--- src/rtl/apb_pkg.sv ---
// Shared definitions for the APB master: FSM state encoding and the GPIO
// peripheral register map it usually talks to.
package apb_pkg;

  typedef logic [1:0] apb_state_t;

  localparam apb_state_t ST_IDLE   = 2'd0;
  localparam apb_state_t ST_SETUP  = 2'd1;
  localparam apb_state_t ST_ACCESS = 2'd2;

  // GPIO slave register addresses
  localparam logic [3:0] GPIO_MODE      = 4'd0;
  localparam logic [3:0] GPIO_DIRECTION = 4'd1;
  localparam logic [3:0] GPIO_OUTPUT    = 4'd2;
  localparam logic [3:0] GPIO_INPUT     = 4'd3;

endpackage

--- src/rtl/apb_master_timeout.sv ---
// ACCESS-phase watchdog: counts cycles while enabled and flags the last
// allowed cycle. Only built when APB_MASTER_TIMEOUT_EN is defined.
module apb_master_timeout #(
  parameter int unsigned TIMEOUT_CYCLES = 16
) (
  input  logic i_clk,
  input  logic i_rst,
  input  logic i_clear,
  input  logic i_enable,
  output logic o_expired
);

  localparam int unsigned    CW      = $clog2(TIMEOUT_CYCLES + 1);
  localparam logic [CW-1:0]  W_LAST  = CW'(TIMEOUT_CYCLES - 1);

  logic [CW-1:0] r_count;

  always_ff @(posedge i_clk) begin
    if (i_rst || i_clear) begin
      r_count <= '0;
    end else if (i_enable && !o_expired) begin
      r_count <= r_count + CW'(1);
    end
  end

  // High during the final ACCESS cycle the master is willing to wait.
  assign o_expired = i_enable && (r_count == W_LAST);

endmodule

--- src/rtl/apb_master.sv ---
// Single-command APB master: IDLE -> SETUP -> ACCESS per transfer.
// Optional ACCESS timeout enabled by defining APB_MASTER_TIMEOUT_EN.
module apb_master
  import apb_pkg::*;
#(
  parameter int unsigned PDATA_SIZE = 32,
  parameter int unsigned PADDR_SIZE = 4
`ifdef APB_MASTER_TIMEOUT_EN
  , parameter int unsigned TIMEOUT_CYCLES = 16
`endif
) (
  input  logic                      PCLK,
  input  logic                      PRESET,
  input  logic                      cmd_valid,
  output logic                      cmd_ready,
  input  logic                      cmd_write,
  input  logic [PADDR_SIZE-1:0]     cmd_addr,
  input  logic [PDATA_SIZE-1:0]     cmd_wdata,
  input  logic [PDATA_SIZE/8-1:0]   cmd_strb,
  output logic                      rsp_valid,
  output logic [PDATA_SIZE-1:0]     rsp_rdata,
  output logic                      rsp_err,
  output logic                      PSEL,
  output logic                      PENABLE,
  output logic                      PWRITE,
  output logic [PADDR_SIZE-1:0]     PADDR,
  output logic [PDATA_SIZE-1:0]     PWDATA,
  output logic [PDATA_SIZE/8-1:0]   PSTRB,
  input  logic [PDATA_SIZE-1:0]     PRDATA,
  input  logic                      PREADY,
  input  logic                      PSLVERR
);

  apb_state_t                r_state;
  logic                      r_psel;
  logic                      r_penable;
  logic                      r_pwrite;
  logic [PADDR_SIZE-1:0]     r_paddr;
  logic [PDATA_SIZE-1:0]     r_pwdata;
  logic [PDATA_SIZE/8-1:0]   r_pstrb;
  logic                      r_rsp_valid;
  logic [PDATA_SIZE-1:0]     r_rsp_rdata;
  logic                      r_rsp_err;
  logic                      w_accept;
  logic                      w_timeout;

  assign cmd_ready = (r_state == ST_IDLE);
  assign w_accept  = cmd_valid && cmd_ready;

`ifdef APB_MASTER_TIMEOUT_EN
  apb_master_timeout #(
    .TIMEOUT_CYCLES (TIMEOUT_CYCLES)
  ) u_timeout (
    .i_clk     (PCLK),
    .i_rst     (PRESET),
    .i_clear   (r_state == ST_SETUP),
    .i_enable  (r_state == ST_ACCESS),
    .o_expired (w_timeout)
  );
`else
  assign w_timeout = 1'b0;
`endif

  // NOTE: all state updates use non-blocking assignments so every register
  // samples pre-edge values and the block order does not matter.
  always_ff @(posedge PCLK) begin
    if (PRESET) begin
      r_state     <= ST_IDLE;
      r_psel      <= 1'b0;
      r_penable   <= 1'b0;
      r_pwrite    <= 1'b0;
      r_paddr     <= '0;
      r_pwdata    <= '0;
      r_pstrb     <= '0;
      r_rsp_valid <= 1'b0;
      r_rsp_rdata <= '0;
      r_rsp_err   <= 1'b0;
    end else begin
      // Response flags are single-cycle pulses unless completion re-raises them.
      r_rsp_valid <= 1'b0;
      r_rsp_err   <= 1'b0;
      case (r_state)
        ST_IDLE: begin
          if (w_accept) begin
            r_state  <= ST_SETUP;
            r_psel   <= 1'b1;
            r_pwrite <= cmd_write;
            r_paddr  <= cmd_addr;
            r_pwdata <= cmd_write ? cmd_wdata : '0;
            r_pstrb  <= cmd_write ? cmd_strb  : '0;
          end
        end
        ST_SETUP: begin
          r_state   <= ST_ACCESS;
          r_penable <= 1'b1;
        end
        ST_ACCESS: begin
          if (PREADY) begin
            r_state     <= ST_IDLE;
            r_psel      <= 1'b0;
            r_penable   <= 1'b0;
            r_rsp_valid <= 1'b1;
            r_rsp_err   <= PSLVERR;
            if (!r_pwrite) r_rsp_rdata <= PRDATA;
          end else if (w_timeout) begin
            r_state     <= ST_IDLE;
            r_psel      <= 1'b0;
            r_penable   <= 1'b0;
            r_rsp_valid <= 1'b1;
            r_rsp_err   <= 1'b1;
            r_rsp_rdata <= '0;
          end
        end
        default: begin
          r_state   <= ST_IDLE;
          r_psel    <= 1'b0;
          r_penable <= 1'b0;
        end
      endcase
    end
  end

  assign PSEL      = r_psel;
  assign PENABLE   = r_penable;
  assign PWRITE    = r_pwrite;
  assign PADDR     = r_paddr;
  assign PWDATA    = r_pwdata;
  assign PSTRB     = r_pstrb;
  assign rsp_valid = r_rsp_valid;
  assign rsp_rdata = r_rsp_rdata;
  assign rsp_err   = r_rsp_err;

endmodule

--- config.mk ---
export PLATFORM = sky130hd
export DESIGN_NAME = apb_master
export DESIGN_NICKNAME = d
export VERILOG_FILES = /design/src/rtl/apb_pkg.sv /design/src/rtl/apb_master_timeout.sv /design/src/rtl/apb_master.sv
export SDC_FILE = /design/constraint.sdc
export NUM_CORES = 1
export LEC_CHECK = 0
export ABC_AREA = 0
export CAP_MARGIN = 20
export CORE_UTILIZATION = 30
export CTS_CLUSTER_DIAMETER = 40
export CTS_CLUSTER_SIZE = 25
export DETAILED_ROUTE_END_ITERATION = 7
export MAX_ROUTING_LAYER = met4
export SLEW_MARGIN = 20
export SYNTH_ARGS = -nofsm -noshare
export SYNTH_HDL_FRONTEND = slang
export SYNTH_HIERARCHICAL = 1
export SYNTH_SLANG_ARGS = --single-unit
--- constraint.sdc ---
create_clock -name PCLK -period 3.6 [get_ports PCLK]
set_input_delay 0.54 -clock PCLK [delete_from_list [all_inputs] [get_ports PCLK]]
set_output_delay 0.54 -clock PCLK [all_outputs]
set_load 0.03 [all_outputs]
==> metrics.md, run 1 <==
| Metric | Value |
|---|---|
| DRC violations left | `0` |
| Ys async rst share | `0%` |
| DR pass1 iterations | `4` |
| CTS clk-pin slew, worst paths | `about 0.080 ns` |
| Setup TNS | `0 ns` |
| Synth cell types | `17` |
| Total Wirelength | `around 8000 um` |
| Pwr per Cell Area | `approximately 400 nW/um2` |
| Pre-CTS setup slack | `~1.2 ns` |
| Largest net degree at the start of global routing | `42` |
| Core ar. | `~9200 um2` |
| Final #Nets | `about 570` |
| Die height | `roughly 100 um` |
| Detailed Place HPWL | `about 5600 um` |
| Die area | `around 10000 um2` |
| Num rows | `35` |
| Final Skew | `~0.010 ns` |
| Total GRT Usage | `about 17%` |
| Worst skew pair latency | `~0.34 ns` |
| Syn Inst Count | `~350` |
| Num CTS Buffers | `9` |
| Antenna viol nets, final | `0` |
| Vias per Instance | `around 4.5` |
| Synthesized area | `approximately 2900 um2` |
| Initial antenna violation count | `0` |
| Min cycle time layout | `around 2.2 ns` |
| CP Class | `register to output pin` |
| Sequential area share after synthesis | `between 50% and 60%` |
| Worst-path maximum fanout | `10` |
| Critical R2R Launch | `r_state[1]$_SDFFE_PP0P_` |
| RSZ-0062 raised after global routing | `false` |
| Ports | `roughly 160` |
| Overflow after GRT | `0` |
| Initial core utilization | `between 30% and 40%` |
| Outcome | `finished clean` |
| P&R area growth vs syn | `61.21%` |
| Reg2reg path depth | `4` |
| Hold crit path type | `register to register` |
| CTS tree | `built` |
| Startpoint Class | `register` |
| Main synth FF type | `dfxtp_1` |
| Ys Warns | `6` |
| R2R setup slack | `roughly 1.8 ns` |
| Synth Register Bits | `79` |
| RD Place Congestion | `just under 0.7` |
| Clk root buf | `clkbuf_8` |
| 1st-iter DRT viols | `63` |
| Number of global-route vias before repair | `between 2k and 3k` |
| Max transition margin | `between 50% and 60%` |
| CTS Buffer Depth | `2` |
| Final Core Density | `50.03%` |
| Synth top cells by count | `nand2_1, dfxtp_1, a21oi_1` |
| Hold_buf cts | `0` |
| Area share of the largest cell type after synthesis | `between 50% and 60%` |
| CP endpoint kind | `output pin` |
| Main area contributors after synthesis | `dfxtp_1, nand2_1, a21oi_1, nand3_1, buf_6` |
| EDFF count, synth | `0` |
| Final setup violating endpoints | `0` |
| Actual slew at the worst max-slew pin | `roughly 0.70 ns` |
| Yosys top cell by area | `dfxtp_1` |
| Worst Path Required | `roughly 3.1 ns` |
| WP data arrival | `around 1.6 ns` |
| Post-CTS Setup Bufs | `0` |
| Net Count, Synth | `approximately 430` |
| Clk sink count | `79` |
| Final Max Slew Viols | `0` |
| Max-cap violation count | `0` |
| Avg Cell Area, Syn | `8.241 um2` |
| # port buffers | `155` |
| Fmax | `460.7 MHz` |
| Hold endpoint | `PWDATA[30]$_SDFFE_PP0P_` |
| Layout cell share with drive strength beyond 1 | `under 10%` |
| WHS Path Cells | `2` |
| Final hold violations | `0` |
| Most common cell in the netlist | `nand2_1` |
| First-pass GRT wire length | `between 10,000 and 15,000 um` |
| Drt wl/cell | `roughly 13 um` |
| Final setup margin | `1.429 ns` |
| Die X | `between 90 and 100 um` |
| Worst Min Path Start | `PWDATA[30]$_SDFFE_PP0P_` |
| Antenna Cells | `0` |
| LEAKAGE | `1.571 nW` |
| Worst reg2reg path endpoint | `rsp_rdata[3]$_SDFFE_PP0P_` |
| # resized after CTS | `0` |
| H-tree depth | `3` |
| Final period util | `60.30%` |
| Peak supply drop | `0.0002258 V` |
| Routed via count | `roughly 2.8k` |
-- how the worst max path moves through the flow --
stage,from,end
global placement,PREADY,rsp_rdata[0]$_SDFFE_PP0P_
finish,r_state[0]$_SDFFE_PP0P_,cmd_ready
CTS,r_state[0]$_SDFFE_PP0P_,cmd_ready
detailed placement,PREADY,rsp_rdata[3]$_SDFFE_PP0P_
global route,r_state[0]$_SDFFE_PP0P_,cmd_ready
floorplan,PRESET,PSTRB[0]$_SDFFE_PP0P_
-- kinds of logic (layout without fill, tap and decap cells) --
logic type,count (synthesis),after routing,share of synthesized area [%]
compound gates,75,75,13.18
buf+inv,32,178,7.199
flops,79,79,55.15
mux,1,1,0.3491
simple gates,161,161,24.13
-- layout make-up --
cell class,count,area (um2)
Clock inverter,7,56.30
Tap cell,129,161.4
Multi-Input combinational cell,237,1101
Timing Repair Buffer,162,1599
Fill cell,900,4617
Clock buffer,9,123.9
Sequential cell,79,1582
-- per-stage QoR --
stage | hold WS [ns] | power [mW] | cells | area (um2)
3_5_place_dp | 0.4421 | 1.259 | 607 | 4443
2_1_floorplan | 0.5261 | 1.099 | 348 | 2868
5_1_grt | 0.4704 | 1.932 | 623 | 4623
6_report | 0.4515 | 1.839 | 623 | 4623
3_3_place_gp | 0.4369 | 1.256 | 607 | 4443
4_1_cts | 0.4540 | 1.871 | 623 | 4623
-- layer usage --
layer / vias to the layer above / track usage (%) / share of wire (%)
met1: 1270 / 20.73 / 46
met4: 0 / 6.109 / 1.3
met3: 10 / 5.014 / 7.4
met2: 103 / 26.58 / 45
li1: 1425 / - / -
met5: - / - / 0
-- critical path, stage by stage (launching register included) --
cell and delay (ns):
dfxtp_1 0.59, nor2_1 0.08, clkdlybuf4s50_1 0.62
-- power breakdown --
part           total [mW]  switching, mW  internal, mW  leakage, nW
clock               0.604          0.346         0.258       0.0902
sequential          0.923         0.0193         0.904        0.642
combinational       0.312          0.159         0.153        0.839
total                1.84          0.524          1.31         1.57
-- layout by cell type (no fill, tap or decap) --
| cell type | synthesis | layout |
|---|---|---|
| nand4bb_1 | 1 | 1 |
| and2_1 | 1 | 1 |
| clkinvlp_4 | 0 | 1 |
| mux2i_1 | 1 | 1 |
| buf_4 | 0 | 7 |
| dfxtp_1 | 79 | 79 |
| clkinv_2 | 0 | 1 |
| clkinv_4 | 0 | 3 |
| clkdlybuf4s50_1 | 0 | 154 |
| nor4bb_1 | 2 | 1 |
| a21oi_1 | 74 | 74 |
| nand3_1 | 36 | 36 |
| inv_6 | 0 | 2 |
| clkbuf_8 | 0 | 9 |
| nor4bb_4 | 0 | 1 |
| nor3b_4 | 0 | 1 |
| or3b_1 | 1 | 1 |
| nor3_1 | 1 | 1 |
| buf_2 | 9 | 1 |
| nand2_1 | 111 | 111 |
| o21bai_1 | 1 | 1 |
| nor2b_1 | 2 | 2 |
| nor2_1 | 5 | 5 |
-- flip-flops by register name, summed over array words and instances, names as in the netlist --
signal     count
PSTRB          4
PENABLE        1
rsp_rdata     32
rsp_valid      1
r_state        2
rsp_err        1
PSEL           1
PWRITE         1
PWDATA        32
PADDR          4
(Power assumes the default switching activity.)
==> run 2: changes to the inputs <==
==> constraint.sdc (replaced) <==
create_clock -name PCLK -period 2 [get_ports PCLK]
set_input_delay 0.3 -clock PCLK [delete_from_list [all_inputs] [get_ports PCLK]]
set_output_delay 0.3 -clock PCLK [all_outputs]
set_load 0.03 [all_outputs]
==> metrics.md, run 2 (same netlist as run 1, synthesis figures left out) <==
| Metric | Value |
|---|---|
| Die X | `99.77 um (unchanged)` |
| Startpoint Class | `register` |
| Worst-path cell chain | `clkdlybuf4s50_1` |
| Filler cell count | `897 (-0.33%)` |
| Final period util | `about nine tenths` |
| Fmax | `560.8 MHz` |
| Met3 routed WL | `631 um (+5.3%)` |
| Final #Nets | `568 (+0.18%)` |
| Initial core utilization | `31.04% (unchanged)` |
| CTS tree | `built` |
| Core ar. | `9240 um2 (unchanged)` |
| CP delay by family, top | `buffers and inverters` |
| CTS Buffer Depth | `2 (unchanged)` |
| First-pass GRT wire length | `12,790 um (-2.0%)` |
| WP data arrival | `1.48 ns (-0.15 ns)` |
| Num CTS Buffers | `9 (unchanged)` |
| Largest net degree at the start of global routing | `57 (+36%)` |
| P&R area growth vs syn | `65.18%` |
| Actual slew at the worst max-slew pin | `0.4821 ns (-0.2206 ns)` |
| Peak supply drop | `0.0003963 V (+76%)` |
| Clk root buf | `clkbuf_8` |
| Drt wl/cell | `13.06 um (about the same)` |
| Final setup violating endpoints | `0 (unchanged)` |
| H-tree depth | `3 (unchanged)` |
| Antenna Cells | `0 (unchanged)` |
| Overflow after GRT | `0 (unchanged)` |
| CP endpoint kind | `output pin` |
| Pwr per Cell Area | `774.1 nW/um2 (+95%)` |
| CP Class | `register to output pin` |
| DRC violations left | `0 (unchanged)` |
| Slowest cell on crit path | `clkdlybuf4s50_1` |
| Final Core Density | `51.27% (+1.2 points)` |
| Total Wirelength | `8149 um (+0.21%)` |
| Final hold violations | `0 (unchanged)` |
| Ports | `156 (unchanged)` |
| Final std cells w/o fill | `624 (+0.16%)` |
| Worst Path Required | `1.70 ns (-1.36 ns)` |
| M1 WL | `3634 um (-3.1%)` |
| LEAKAGE | `1.625 nW (+3.4%)` |
| Num rows | `35 (unchanged)` |
| Detailed Place HPWL | `5669 um (+0.76%)` |
| Antenna viol nets, final | `0 (unchanged)` |
| Routed via count | `2,829 (+0.75%)` |
| DR pass1 iterations | `4 (unchanged)` |
| Max-cap violation count | `0 (unchanged)` |
| Largest stage delay, worst path | `0.73 ns (+0.11 ns)` |
| Final Max Slew Viols | `0 (unchanged)` |
| Fin Hold WS | `0.4070 ns (-0.04451 ns)` |
| Initial antenna violation count | `0 (unchanged)` |
| Most frequent cells in the layout | `clkdlybuf4s50_1, nand2_1, dfxtp_1, a21oi_1, nand3_1` |
| WL met2 | `3785 um (+3.0%)` |
| Setup TNS | `0 ns (unchanged)` |
| Min cycle time layout | `~1.8 ns` |
| 1st-iter DRT viols | `58 (-7.9%)` |
| Max layer used | `met4` |
| Reg area | `1583 um2 (about the same)` |
| Outcome | `finished clean` |
| Most common cell after layout, fill and taps aside | `clkdlybuf4s50_1` |
| Placed Instances | `608 (+0.16%)` |
| # port buffers | `155 (unchanged)` |
| Die area | `9954 um2 (unchanged)` |
| Worst skew pair latency | `0.34 ns (about the same)` |
| Worst-path maximum fanout | `4 (-6)` |
| RD Place Congestion | `0.6951 (+0.70%)` |
| Max transition margin | `67.86% (+15 points)` |
| Layout cell share with drive strength beyond 1 | `5.657% (+0.39 points)` |
| Clk sink count | `79 (unchanged)` |
| Count of buffer and inverter cells on the critical path | `1 (unchanged)` |
| Number of global-route vias before repair | `2,681 (-2.1%)` |
| Post-CTS Setup Bufs | `0 (unchanged)` |
| Final Skew | `0.008803 ns (-0.001461 ns)` |
| Hold crit path type | `input pin to register` |
| Die height | `99.77 um (unchanged)` |
| Multi-input gate area | `1101 um2 (unchanged)` |
| Vias per Instance | `4.534 (+0.59%)` |
| RSZ-0062 raised after global routing | `false` |
| CTS clk-pin slew, worst paths | `0.07 ns (about the same)` |
| Total GRT Usage | `16.71% (-0.25 points)` |
run 2: through the flow:
| step | power, mW | setup WS, ns | cell area, um2 |
|---|---|---|---|
| after floorplan | 1.978 | 0.7110 | 2868 |
| final | 3.667 | 0.2168 | 4737 |
| after CTS | 3.721 | 0.03812 | 4733 |
| after global routing | 3.832 | 0.1618 | 4737 |
| after detailed placement | 2.280 | 0.2749 | 4488 |
| after global placement | 2.276 | 0.3113 | 4488 |
run 2: what timing repair did:
item | 4_1_cts | 5_1_grt
resized for setup | 0 | 2
setup endpoints to repair | 0 | 1
hold buffers | 0 | 0
run 2: path summary, 6_finish.rpt:
check,start,end,slack (ns),cells past startpoint
worst max-delay path,PWRITE$_SDFFE_PP0P_,PWRITE,0.22,1
worst max register to register,r_state[1]$_SDFFE_PP0P_,PWDATA[17]$_SDFFE_PP0P_,0.61,4
worst min register to register,PWDATA[24]$_SDFFE_PP0P_,PWDATA[24]$_SDFFE_PP0P_,0.45,2
worst min-delay path,PRESET,r_state[0]$_SDFFE_PP0P_,0.41,2
run 2: where the power goes:
group	internal (mW)	switching [mW]	leakage [nW]
clock	0.859	0.569	0.122
sequential	1.63	0.0361	0.642
combinational	0.287	0.288	0.860
total	2.77	0.893	1.62
run 2: routing by layer:
layer	track usage, %	vias to the layer above
li1	-	1422
met1	19.01	1289
met2	27.64	108
met3	5.292	10
met4	5.995	0
met5	-	-
run 2: cell type report:
cell class / instances / share of cell area [%]
clock inverters: 6 / 2.272
multi-input cells: 237 / 23.24
flip-flops and latches: 79 / 33.41
well taps: 129 / 3.407
repair buffers: 163 / 34.76
clock buffers: 10 / 2.905
